<file path="src/rtl/vec_ldst_seq_pkg.sv">
// Shared sizes, op encoding and FSM states for the vector load/store sequencer.
package vec_pkg;
   localparam int LANES   = 16;
   localparam int LANE_W  = 16;
   localparam int ADDR_W  = 16;
   localparam int VREG_AW = 3;
   localparam int VREG_W  = LANES * LANE_W;
   localparam int IDX_W   = 4;

   localparam logic OP_LD = 1'b0;
   localparam logic OP_ST = 1'b1;

   typedef enum logic [2:0] {
      S_IDLE    = 3'd0,
      S_LOAD    = 3'd1,
      S_LOAD_WB = 3'd2,
      S_ST_CAP  = 3'd3,
      S_STORE   = 3'd4,
      S_DONE    = 3'd5
   } state_e;

   // Element idx occupies bits [idx*16 +: 16]; element 0 is the least significant lane.
   function automatic logic [LANE_W-1:0] lane_get(input logic [VREG_W-1:0] vec,
                                                  input logic [IDX_W-1:0]  idx);
      return vec[{idx, 4'h0} +: LANE_W];
   endfunction
endpackage

</file>
<file path="src/rtl/vec_ldst_seq_if.sv">
// Data-memory port of the vector load/store sequencer; master = sequencer, slave = memory.
interface vec_ldst_seq_if;
   import vec_pkg::*;

   logic              mem_req;
   logic              mem_we;
   logic [ADDR_W-1:0] mem_addr;
   logic [LANE_W-1:0] mem_wr_data;
   logic              mem_ack;
   logic [LANE_W-1:0] mem_rd_data;

   modport master (output mem_req, mem_we, mem_addr, mem_wr_data,
                   input  mem_ack, mem_rd_data);
   modport slave  (input  mem_req, mem_we, mem_addr, mem_wr_data,
                   output mem_ack, mem_rd_data);
endinterface

</file>
<file path="src/rtl/vec_ldst_seq_addr_gen.sv">
// Element address generator: latches base/stride on accept, steps idx on every accepted access.
module vec_addr_gen
   import vec_pkg::*;
(
   input  logic              clk,
   input  logic              rst,
   input  logic              init,
   input  logic [ADDR_W-1:0] base_in,
   input  logic [ADDR_W-1:0] stride_in,
   input  logic              adv,
   output logic [IDX_W-1:0]  idx,
   output logic [ADDR_W-1:0] addr,
   output logic              last
);
   logic [ADDR_W-1:0] base_q, base_d;
   logic [ADDR_W-1:0] stride_q, stride_d;
   logic [IDX_W-1:0]  idx_q, idx_d;

   always_comb begin
      base_d   = base_q;
      stride_d = stride_q;
      idx_d    = idx_q;
      if (init) begin
         base_d   = base_in;
         stride_d = stride_in;
         idx_d    = 4'd0;
      end else if (adv) begin
         idx_d = idx_q + 4'd1;
      end else begin
         idx_d = idx_q;
      end
   end

   always_ff @(posedge clk or posedge rst) begin
      if (rst) begin
         base_q   <= 16'd0;
         stride_q <= 16'd0;
         idx_q    <= 4'd0;
      end else begin
         base_q   <= base_d;
         stride_q <= stride_d;
         idx_q    <= idx_d;
      end
   end

   // Product and sum are both kept to ADDR_W bits, so addresses wrap past 0xFFFF.
   assign addr = base_q + ({{(ADDR_W-IDX_W){1'b0}}, idx_q} * stride_q);
   assign idx  = idx_q;
   assign last = adv && (idx_q == 4'd15);
endmodule

</file>
<file path="src/rtl/vec_ldst_seq.sv">
// Vector load/store sequencer between issue, the VRF ports and the 16-bit data memory.
// Optional VEC_STRIDE_EN adds a stride input; otherwise elements are contiguous.
module vec_ldst_seq
   import vec_pkg::*;
(
   input  logic               clk,
   input  logic               rst,
   input  logic               start,
   input  logic               op,
   input  logic [VREG_AW-1:0] vreg,
   input  logic [ADDR_W-1:0]  base,
`ifdef VEC_STRIDE_EN
   input  logic [ADDR_W-1:0]  stride,
`endif
   output logic               busy,
   output logic               done,
   vec_ldst_seq_if.master     mem,
   output logic [VREG_AW-1:0] vrf_rd_addr,
   input  logic [VREG_W-1:0]  vrf_rd_data,
   output logic               vrf_wr_en,
   output logic [VREG_AW-1:0] vrf_wr_dst,
   output logic [VREG_W-1:0]  vrf_wr_data
);
   state_e             state_q, state_d;
   logic [VREG_W-1:0]  vbuf_q, vbuf_d;
   logic [VREG_AW-1:0] vreg_q, vreg_d;
   logic [VREG_AW-1:0] vrf_rd_addr_q, vrf_rd_addr_d;
   logic               busy_q, busy_d, done_q, done_d;
   logic               mem_req_q, mem_req_d, mem_we_q, mem_we_d;
   logic               vrf_wr_en_q, vrf_wr_en_d;

   logic               accept_s, adv_s, last_s;
   logic [IDX_W-1:0]   idx_s;
   logic [ADDR_W-1:0]  addr_s, stride_s;

`ifdef VEC_STRIDE_EN
   assign stride_s = stride;
`else
   assign stride_s = 16'd1;
`endif

   assign accept_s = (state_q == S_IDLE) && start;
   assign adv_s    = mem_req_q && mem.mem_ack;

   vec_addr_gen u_addr_gen (
      .clk       (clk),
      .rst       (rst),
      .init      (accept_s),
      .base_in   (base),
      .stride_in (stride_s),
      .adv       (adv_s),
      .idx       (idx_s),
      .addr      (addr_s),
      .last      (last_s)
   );

   // Next state and data path; outputs are then decoded from the next state so they register cleanly.
   always_comb begin
      state_d = state_q;
      vbuf_d  = vbuf_q;
      vreg_d  = vreg_q;
      case (state_q)
         S_IDLE: begin
            if (start) begin
               vreg_d  = vreg;
               state_d = (op == OP_ST) ? S_ST_CAP : S_LOAD;
            end else begin
               state_d = S_IDLE;
            end
         end
         S_LOAD: begin
            if (adv_s) begin
               vbuf_d[{idx_s, 4'h0} +: LANE_W] = mem.mem_rd_data;
               state_d = last_s ? S_LOAD_WB : S_LOAD;
            end else begin
               state_d = S_LOAD;
            end
         end
         S_LOAD_WB: state_d = S_DONE;
         S_ST_CAP: begin
            vbuf_d  = vrf_rd_data;
            state_d = S_STORE;
         end
         S_STORE: begin
            if (adv_s && last_s) begin
               state_d = S_DONE;
            end else begin
               state_d = S_STORE;
            end
         end
         S_DONE:  state_d = S_IDLE;
         default: state_d = S_IDLE;
      endcase

      busy_d        = (state_d != S_IDLE);
      done_d        = (state_d == S_DONE);
      mem_req_d     = (state_d == S_LOAD) || (state_d == S_STORE);
      mem_we_d      = (state_d == S_STORE);
      vrf_wr_en_d   = (state_d == S_LOAD_WB);
      vrf_rd_addr_d = (state_d == S_ST_CAP) ? vreg_d : 3'd0;
   end

   // Single state/output register bank.
   always_ff @(posedge clk or posedge rst) begin
      if (rst) begin
         state_q       <= S_IDLE;
         vbuf_q        <= {VREG_W{1'b0}};
         vreg_q        <= 3'd0;
         vrf_rd_addr_q <= 3'd0;
         busy_q        <= 1'b0;
         done_q        <= 1'b0;
         mem_req_q     <= 1'b0;
         mem_we_q      <= 1'b0;
         vrf_wr_en_q   <= 1'b0;
      end else begin
         state_q       <= state_d;
         vbuf_q        <= vbuf_d;
         vreg_q        <= vreg_d;
         vrf_rd_addr_q <= vrf_rd_addr_d;
         busy_q        <= busy_d;
         done_q        <= done_d;
         mem_req_q     <= mem_req_d;
         mem_we_q      <= mem_we_d;
         vrf_wr_en_q   <= vrf_wr_en_d;
      end
   end

   assign busy            = busy_q;
   assign done            = done_q;
   assign mem.mem_req     = mem_req_q;
   assign mem.mem_we      = mem_we_q;
   assign mem.mem_addr    = mem_req_q ? addr_s : {ADDR_W{1'b0}};
   assign mem.mem_wr_data = mem_we_q ? lane_get(vbuf_q, idx_s) : {LANE_W{1'b0}};
   assign vrf_rd_addr     = vrf_rd_addr_q;
   assign vrf_wr_en       = vrf_wr_en_q;
   assign vrf_wr_dst      = vrf_wr_en_q ? vreg_q : 3'd0;
   assign vrf_wr_data     = vrf_wr_en_q ? vbuf_q : {VREG_W{1'b0}};
endmodule

</file>
<file path="src/flat_wrapper.sv">
// flat-port wrapper written by rule: the top's interface ports become plain ports
module vec_ldst_seq_flat import vec_pkg::*;
  (clk, rst, start, op, vreg, base, busy, done, vrf_rd_addr, vrf_rd_data, vrf_wr_en, vrf_wr_dst, vrf_wr_data, mem_mem_req, mem_mem_we, mem_mem_addr, mem_mem_wr_data, mem_mem_ack, mem_mem_rd_data);
  vec_ldst_seq_if mem_i ();
  input  logic clk;
  input  logic rst;
  input  logic start;
  input  logic op;
  input  logic [VREG_AW-1:0] vreg;
  input  logic [ADDR_W-1:0] base;
  output logic busy;
  output logic done;
  output logic [VREG_AW-1:0] vrf_rd_addr;
  input  logic [VREG_W-1:0] vrf_rd_data;
  output logic vrf_wr_en;
  output logic [VREG_AW-1:0] vrf_wr_dst;
  output logic [VREG_W-1:0] vrf_wr_data;
  output wire logic [$bits(mem_i.mem_req)-1:0] mem_mem_req;
  output wire logic [$bits(mem_i.mem_we)-1:0] mem_mem_we;
  output wire logic [$bits(mem_i.mem_addr)-1:0] mem_mem_addr;
  output wire logic [$bits(mem_i.mem_wr_data)-1:0] mem_mem_wr_data;
  input wire logic [$bits(mem_i.mem_ack)-1:0] mem_mem_ack;
  input wire logic [$bits(mem_i.mem_rd_data)-1:0] mem_mem_rd_data;
  assign mem_mem_req = mem_i.mem_req;
  assign mem_mem_we = mem_i.mem_we;
  assign mem_mem_addr = mem_i.mem_addr;
  assign mem_mem_wr_data = mem_i.mem_wr_data;
  assign mem_i.mem_ack = mem_mem_ack;
  assign mem_i.mem_rd_data = mem_mem_rd_data;
  vec_ldst_seq u_core (.clk(clk), .rst(rst), .start(start), .op(op), .vreg(vreg), .base(base), .busy(busy), .done(done), .mem(mem_i), .vrf_rd_addr(vrf_rd_addr), .vrf_rd_data(vrf_rd_data), .vrf_wr_en(vrf_wr_en), .vrf_wr_dst(vrf_wr_dst), .vrf_wr_data(vrf_wr_data));
endmodule
</file>
<file path="config.mk">
export PLATFORM = sky130hd
export DESIGN_NAME = vec_ldst_seq_flat
export DESIGN_NICKNAME = d
export VERILOG_FILES = /design/src/rtl/vec_ldst_seq_pkg.sv /design/src/rtl/vec_ldst_seq_if.sv /design/src/rtl/vec_ldst_seq_addr_gen.sv /design/src/rtl/vec_ldst_seq.sv /design/src/flat_wrapper.sv
export SDC_FILE = /design/constraint.sdc
export NUM_CORES = 1
export LEC_CHECK = 0
export ABC_AREA = 1
export BUFFER_PORTS_ARGS = -buffer_cell sky130_fd_sc_hd__buf_2
export CORE_MARGIN = 4
export CORE_UTILIZATION = 40
export CTS_BUF_LIST = sky130_fd_sc_hd__clkbuf_16
export DETAILED_ROUTE_END_ITERATION = 16
export HOLD_SLACK_MARGIN = 0.1
export PLACE_DENSITY = 0.75
export SETUP_SLACK_MARGIN = 0.02
export SYNTH_ARGS = -nofsm -noshare
export SYNTH_HDL_FRONTEND = slang
export SYNTH_SLANG_ARGS = --single-unit
</file>
<file path="constraint.sdc">
create_clock -name clk -period 9.7 [get_ports clk]
set_input_delay 1.455 -clock clk [delete_from_list [all_inputs] [get_ports clk]]
set_output_delay 1.455 -clock clk [all_outputs]
set_load 0.005 [all_outputs]
</file>
==> impl_table.tex <==
\begin{tabular}{lr}
\hline
Metric & Value \\
\hline
\multicolumn{2}{l}{\textbf{Status}} \\
Outcome & finished, final reports clean \\
\multicolumn{2}{l}{\textbf{Cells and area}} \\
Fraction of the core area covered by cells at the end of the flow & 0.489 \\
Non-Filler Instances & about 4500 \\
Finished layout cell area & $\sim$25000 um2 \\
Final net count & 4117 \\
Layout cells sized above 1 & 0.193 \\
P\&R area growth vs syn & 20.7\% \\
Filler cell count & 5494 \\
\multicolumn{2}{l}{\textbf{GRT}} \\
Vias in the first global route & between 20000 and 25000 \\
First-pass GRT wire length & 152000 um \\
Global Route Usage Sum & 0.379 \\
Antenna violations before repair & 17 \\
Pin count of the biggest net entering global routing & $\sim$110 \\
Overall overflow remaining after global route & 0 \\
\multicolumn{2}{l}{\textbf{Yosys}} \\
Number of cells produced by synthesis & between 3000 and 4000 \\
Area of the mapped netlist & 20400 um2 \\
Commonest register cell after synthesis & sky130\_fd\_sc\_hd\_\_dfrtp\_1 \\
Async S/R FF share, synth & 1.00 \\
Post-Synthesis Net Count & roughly 3700 \\
Number of flip-flops and latches in the synthesized netlist & 291 \\
Synth Area per Inst & 6.05 um2 \\
Post-synth EDFFs & 0 \\
Count of warnings emitted by yosys & 0 \\
Proportion of synthesized chip area in sequential cells & 0.358 \\
Number of distinct library cells after synthesis & 32 \\
\multicolumn{2}{l}{\textbf{Floorplan}} \\
Die outline area & 54600 um2 \\
Vertical extent of the die & 234 um \\
Number of placed I/O pins & between 500 and 600 \\
Starting utilization of the core area & 0.405 \\
Total core area & $\sim$50000 um2 \\
Row count & 82 \\
Die boundary width & about 230 um \\
\multicolumn{2}{l}{\textbf{Clocking}} \\
Clock tree from TritonCTS & built \\
Deepest clock path buffer count & 3 \\
Post-CTS repair timing setup buffer count & 0 \\
Number of clock sinks & a little under 300 \\
Clock Pin Slew Worst Setup and Hold Paths & 0.07 ns \\
Cts hold-fix bufs & 0 \\
Worst skew pair latency & roughly 0.57 ns \\
CTS root buf & sky130\_fd\_sc\_hd\_\_clkbuf\_16 \\
\# resized after CTS & 0 \\
Number of buffers inserted during clock tree synthesis & 35 \\
H-tree Lvls & 2 \\
\multicolumn{2}{l}{\textbf{Placement}} \\
Detailed-placement wirelength estimate & about 84000 um \\
Number of placed cells counting well taps & 4446 \\
Post-Place Setup Slack & 4.62 ns \\
Count of buffers inserted at the top-level ports & 594 \\
Placer Congestion & 1.06 \\
Post-DP Area & 23400 um2 \\
\multicolumn{2}{l}{\textbf{Drt}} \\
Iteration count of the initial detailed-routing pass & 9 \\
Total via count after detailed routing & between 20000 and 25000 \\
Iter 0 DRT Violations & 3210 \\
Detail Route Antenna Nets & 0 \\
Residual DRC & 0 \\
Number of vias per cell after detailed routing & 5.47 \\
Final WL & 108000 um \\
Routed length per placed instance & 23.8 um \\
\multicolumn{2}{l}{\textbf{Power and ir drop}} \\
Sw power & 3.40 mW \\
Internal power & 3.21 mW \\
Fraction of power consumed by the clock network & 0.197 \\
Overall Power & 6.61 mW \\
Switching Fraction & 0.514 \\
Worst ir drop on vdd & 0.167 mV \\
Sequential share of power & 0.360 \\
Combinational share of power & 0.443 \\
Leakage power total & 15.6 nW \\
Power density over the cells & 269 nW/um2 \\
\multicolumn{2}{l}{\textbf{STA}} \\
Total setup violations reported at the end of the flow & 0 \\
Headroom to the max-slew limit & 0.288 \\
Worst-margin pin slew & 1.07 ns \\
Count of endpoints failing hold in the final timing report & 0 \\
Highest achievable clock rate & approximately 0.17 GHz \\
RSZ-0062 raised after global routing & no \\
Setup\_tns & 0 ns \\
Hold Slack & between 0.5 and 0.6 ns \\
Slack of the critical path & between 3 and 4 ns \\
Slew Limit Fails & 0 \\
Final critical-path required period & 5.79 ns \\
Final Cycle Share & 0.596 \\
Worst clock skew on the final layout & 0.0233 ns \\
\multicolumn{2}{l}{\textbf{Setup path}} \\
Required time of the critical path & 8.25 ns \\
Critical path's largest stage delay & 1.09 ns \\
Category of the critical setup timing path & reg -> out \\
Endpoint type of the worst setup path & primary output \\
Sequence of cells on the critical path & clkinv\_2 > buf\_4 > nand2\_1 > nand3\_1 > nand3\_1 > nand3\_1 > a21oi\_1 > buf\_2 \\
Largest fanout on the critical path & 89 \\
Critical path arrival & 4.33 ns \\
Cell with the biggest individual delay on the critical path & sky130\_fd\_sc\_hd\_\_clkinv\_2 \\
Crit path top cell by count & sky130\_fd\_sc\_hd\_\_nand3\_1 \\
Startpoint Class & register \\
\multicolumn{2}{l}{\textbf{Worst hold path}} \\
Path category of the worst min-delay check & reg -> reg \\
\multicolumn{2}{l}{\textbf{Job}} \\
Max capacitance violation total & 0 \\
\hline
\end{tabular}
area by class of cell:
type	instances	area [um2]	share of cell area
flip-flops and latches	291	7290	0.297
repair buffers	612	3110	0.127
clock inverters	26	201	0.00820
clock buffers	36	901	0.0367
multi-input cells	2462	10600	0.432
diodes	19	47.5	0.00194
inverters	409	1550	0.0632
well taps	672	841	0.0342
logic make-up (layout without fill, tap and decap cells):
family | after synthesis | count (layout) | share of synthesized area
AND/OR/NAND/NOR | 2351 | 2351 | 0.485
buffers and inverters | 612 | 1083 | 0.121
flip-flops | 291 | 291 | 0.358
AO/OA/AOI/OAI | 101 | 101 | 0.0301
other | 0 | 19 | 0
adder cells (fa/ha/maj) | 10 | 10 | 0.00651
placed cells by master, fill, tap and decap left out, types with 2 or more instances in the layout:
cell type / instances
sky130_fd_sc_hd__o211ai_1: 36
sky130_fd_sc_hd__nor2_4: 8
sky130_fd_sc_hd__clkinv_2: 5
sky130_fd_sc_hd__nand4_1: 6
sky130_fd_sc_hd__clkinv_1: 8
sky130_fd_sc_hd__clkinv_4: 2
sky130_fd_sc_hd__dfrtp_4: 2
sky130_fd_sc_hd__nand3_1: 584
sky130_fd_sc_hd__ha_1: 9
sky130_fd_sc_hd__clkinvlp_4: 5
sky130_fd_sc_hd__dfrtp_1: 288
sky130_fd_sc_hd__buf_4: 18
sky130_fd_sc_hd__nand3_4: 4
sky130_fd_sc_hd__inv_2: 9
sky130_fd_sc_hd__nand2_2: 15
sky130_fd_sc_hd__nand3_2: 6
sky130_fd_sc_hd__a21oi_2: 2
sky130_fd_sc_hd__or2_2: 13
sky130_fd_sc_hd__nand2_4: 4
sky130_fd_sc_hd__nand2_1: 1530
sky130_fd_sc_hd__diode_2: 19
sky130_fd_sc_hd__nor2_1: 165
sky130_fd_sc_hd__o21ai_0: 29
sky130_fd_sc_hd__clkbuf_16: 36
sky130_fd_sc_hd__o21ai_2: 2
sky130_fd_sc_hd__bufinv_16: 2
sky130_fd_sc_hd__inv_6: 2
sky130_fd_sc_hd__a21oi_1: 31
sky130_fd_sc_hd__inv_1: 399
sky130_fd_sc_hd__nor2_2: 6
sky130_fd_sc_hd__nor3_1: 8
sky130_fd_sc_hd__buf_2: 594
layer usage:
metal  part of all wire  wire (um)  global-route usage  vias to the layer above
met2               0.44      47600               0.583                     1637
met4              0.063       6770               0.206                        2
met3               0.12      12700              0.0960                      312
li1                   -          -                   -                    11300
met5           0.000074          8                   0                        -
met1               0.38      40900               0.490                    11600
critical path, delay by kind of cell, from the launching register on:
kind	cells	cell delay, ns
compound gates	1	0.16
buf+inv	3	1.95
flops	1	1.05
simple gates	4	0.58
sequential cells by signal, summed over array words and instances, names as in the netlist:
register / count
u_core.u_addr_gen.stride_q: 1
u_core.vrf_rd_addr: 3
u_core.mem.mem_we: 1
u_core.busy: 1
u_core.vrf_wr_en: 1
u_core.u_addr_gen.idx: 4
u_core.done: 1
u_core.u_addr_gen.base_q: 16
u_core.mem.mem_req: 1
u_core.vbuf_q: 256
u_core.vreg_q: 3
u_core.state_q: 3
path summary, 6_finish.rpt:
check | slack, ns | startpoint | depth (start not counted) | to
worst min-delay path | 0.51 | u_core.u_addr_gen.base_q[2] | 2 | u_core.u_addr_gen.base_q[2]
worst max-delay path | 3.91 | u_core.u_addr_gen.idx[0] | 8 | mem_mem_wr_data[10]
worst max register to register | 4.44 | u_core.u_addr_gen.idx[0] | 11 | u_core.vbuf_q[35]
worst min register to register | 0.51 | u_core.u_addr_gen.base_q[2] | 2 | u_core.u_addr_gen.base_q[2]
min in group asynchronous | 1.00 | rst | 2 | u_core.u_addr_gen.base_q[10]
max in group asynchronous | 6.45 | rst | 4 | u_core.vbuf_q[54]
power by group through the flow:
stage	sequential, mW	combinational [mW]	clock (mW)
2_1_floorplan	1.97	2.03	0
6_report	2.38	2.93	1.30
5_1_grt	2.39	3.17	1.36
3_5_place_dp	2.36	2.81	0
4_1_cts	2.34	2.83	1.30
3_3_place_gp	2.37	2.79	0
Yosys cell counts, types with 2 or more instances:
master                        n  area, um2
sky130_fd_sc_hd__buf_2       61        305
sky130_fd_sc_hd__o211ai_1    36        270
sky130_fd_sc_hd__buf_4       12       90.1
sky130_fd_sc_hd__nand2_4      4       45.0
sky130_fd_sc_hd__o21ai_0     29        145
sky130_fd_sc_hd__nand2_2     15       93.8
sky130_fd_sc_hd__inv_1      398       1490
sky130_fd_sc_hd__nand3_2      6       60.1
sky130_fd_sc_hd__or2_2       13       81.3
sky130_fd_sc_hd__nand3_1    585       2930
sky130_fd_sc_hd__nor2_2       6       37.5
sky130_fd_sc_hd__buf_6        4       45.0
sky130_fd_sc_hd__nor2_1     165        619
sky130_fd_sc_hd__nand4_1      6       37.5
sky130_fd_sc_hd__a21oi_2      2       17.5
sky130_fd_sc_hd__dfrtp_1    291       7280
sky130_fd_sc_hd__o21ai_2      2       17.5
sky130_fd_sc_hd__nor2_4       8       90.1
sky130_fd_sc_hd__clkbuf_1    87        327
sky130_fd_sc_hd__nand3_4      3       52.6
sky130_fd_sc_hd__nand2_1   1530       5740
sky130_fd_sc_hd__ha_1         9        113
sky130_fd_sc_hd__nor3_1       8       40.0
sky130_fd_sc_hd__a21oi_1     31        155
sky130_fd_sc_hd__inv_2       10       37.5
sky130_fd_sc_hd__buf_1       38        143
(Power assumes the default switching activity.)
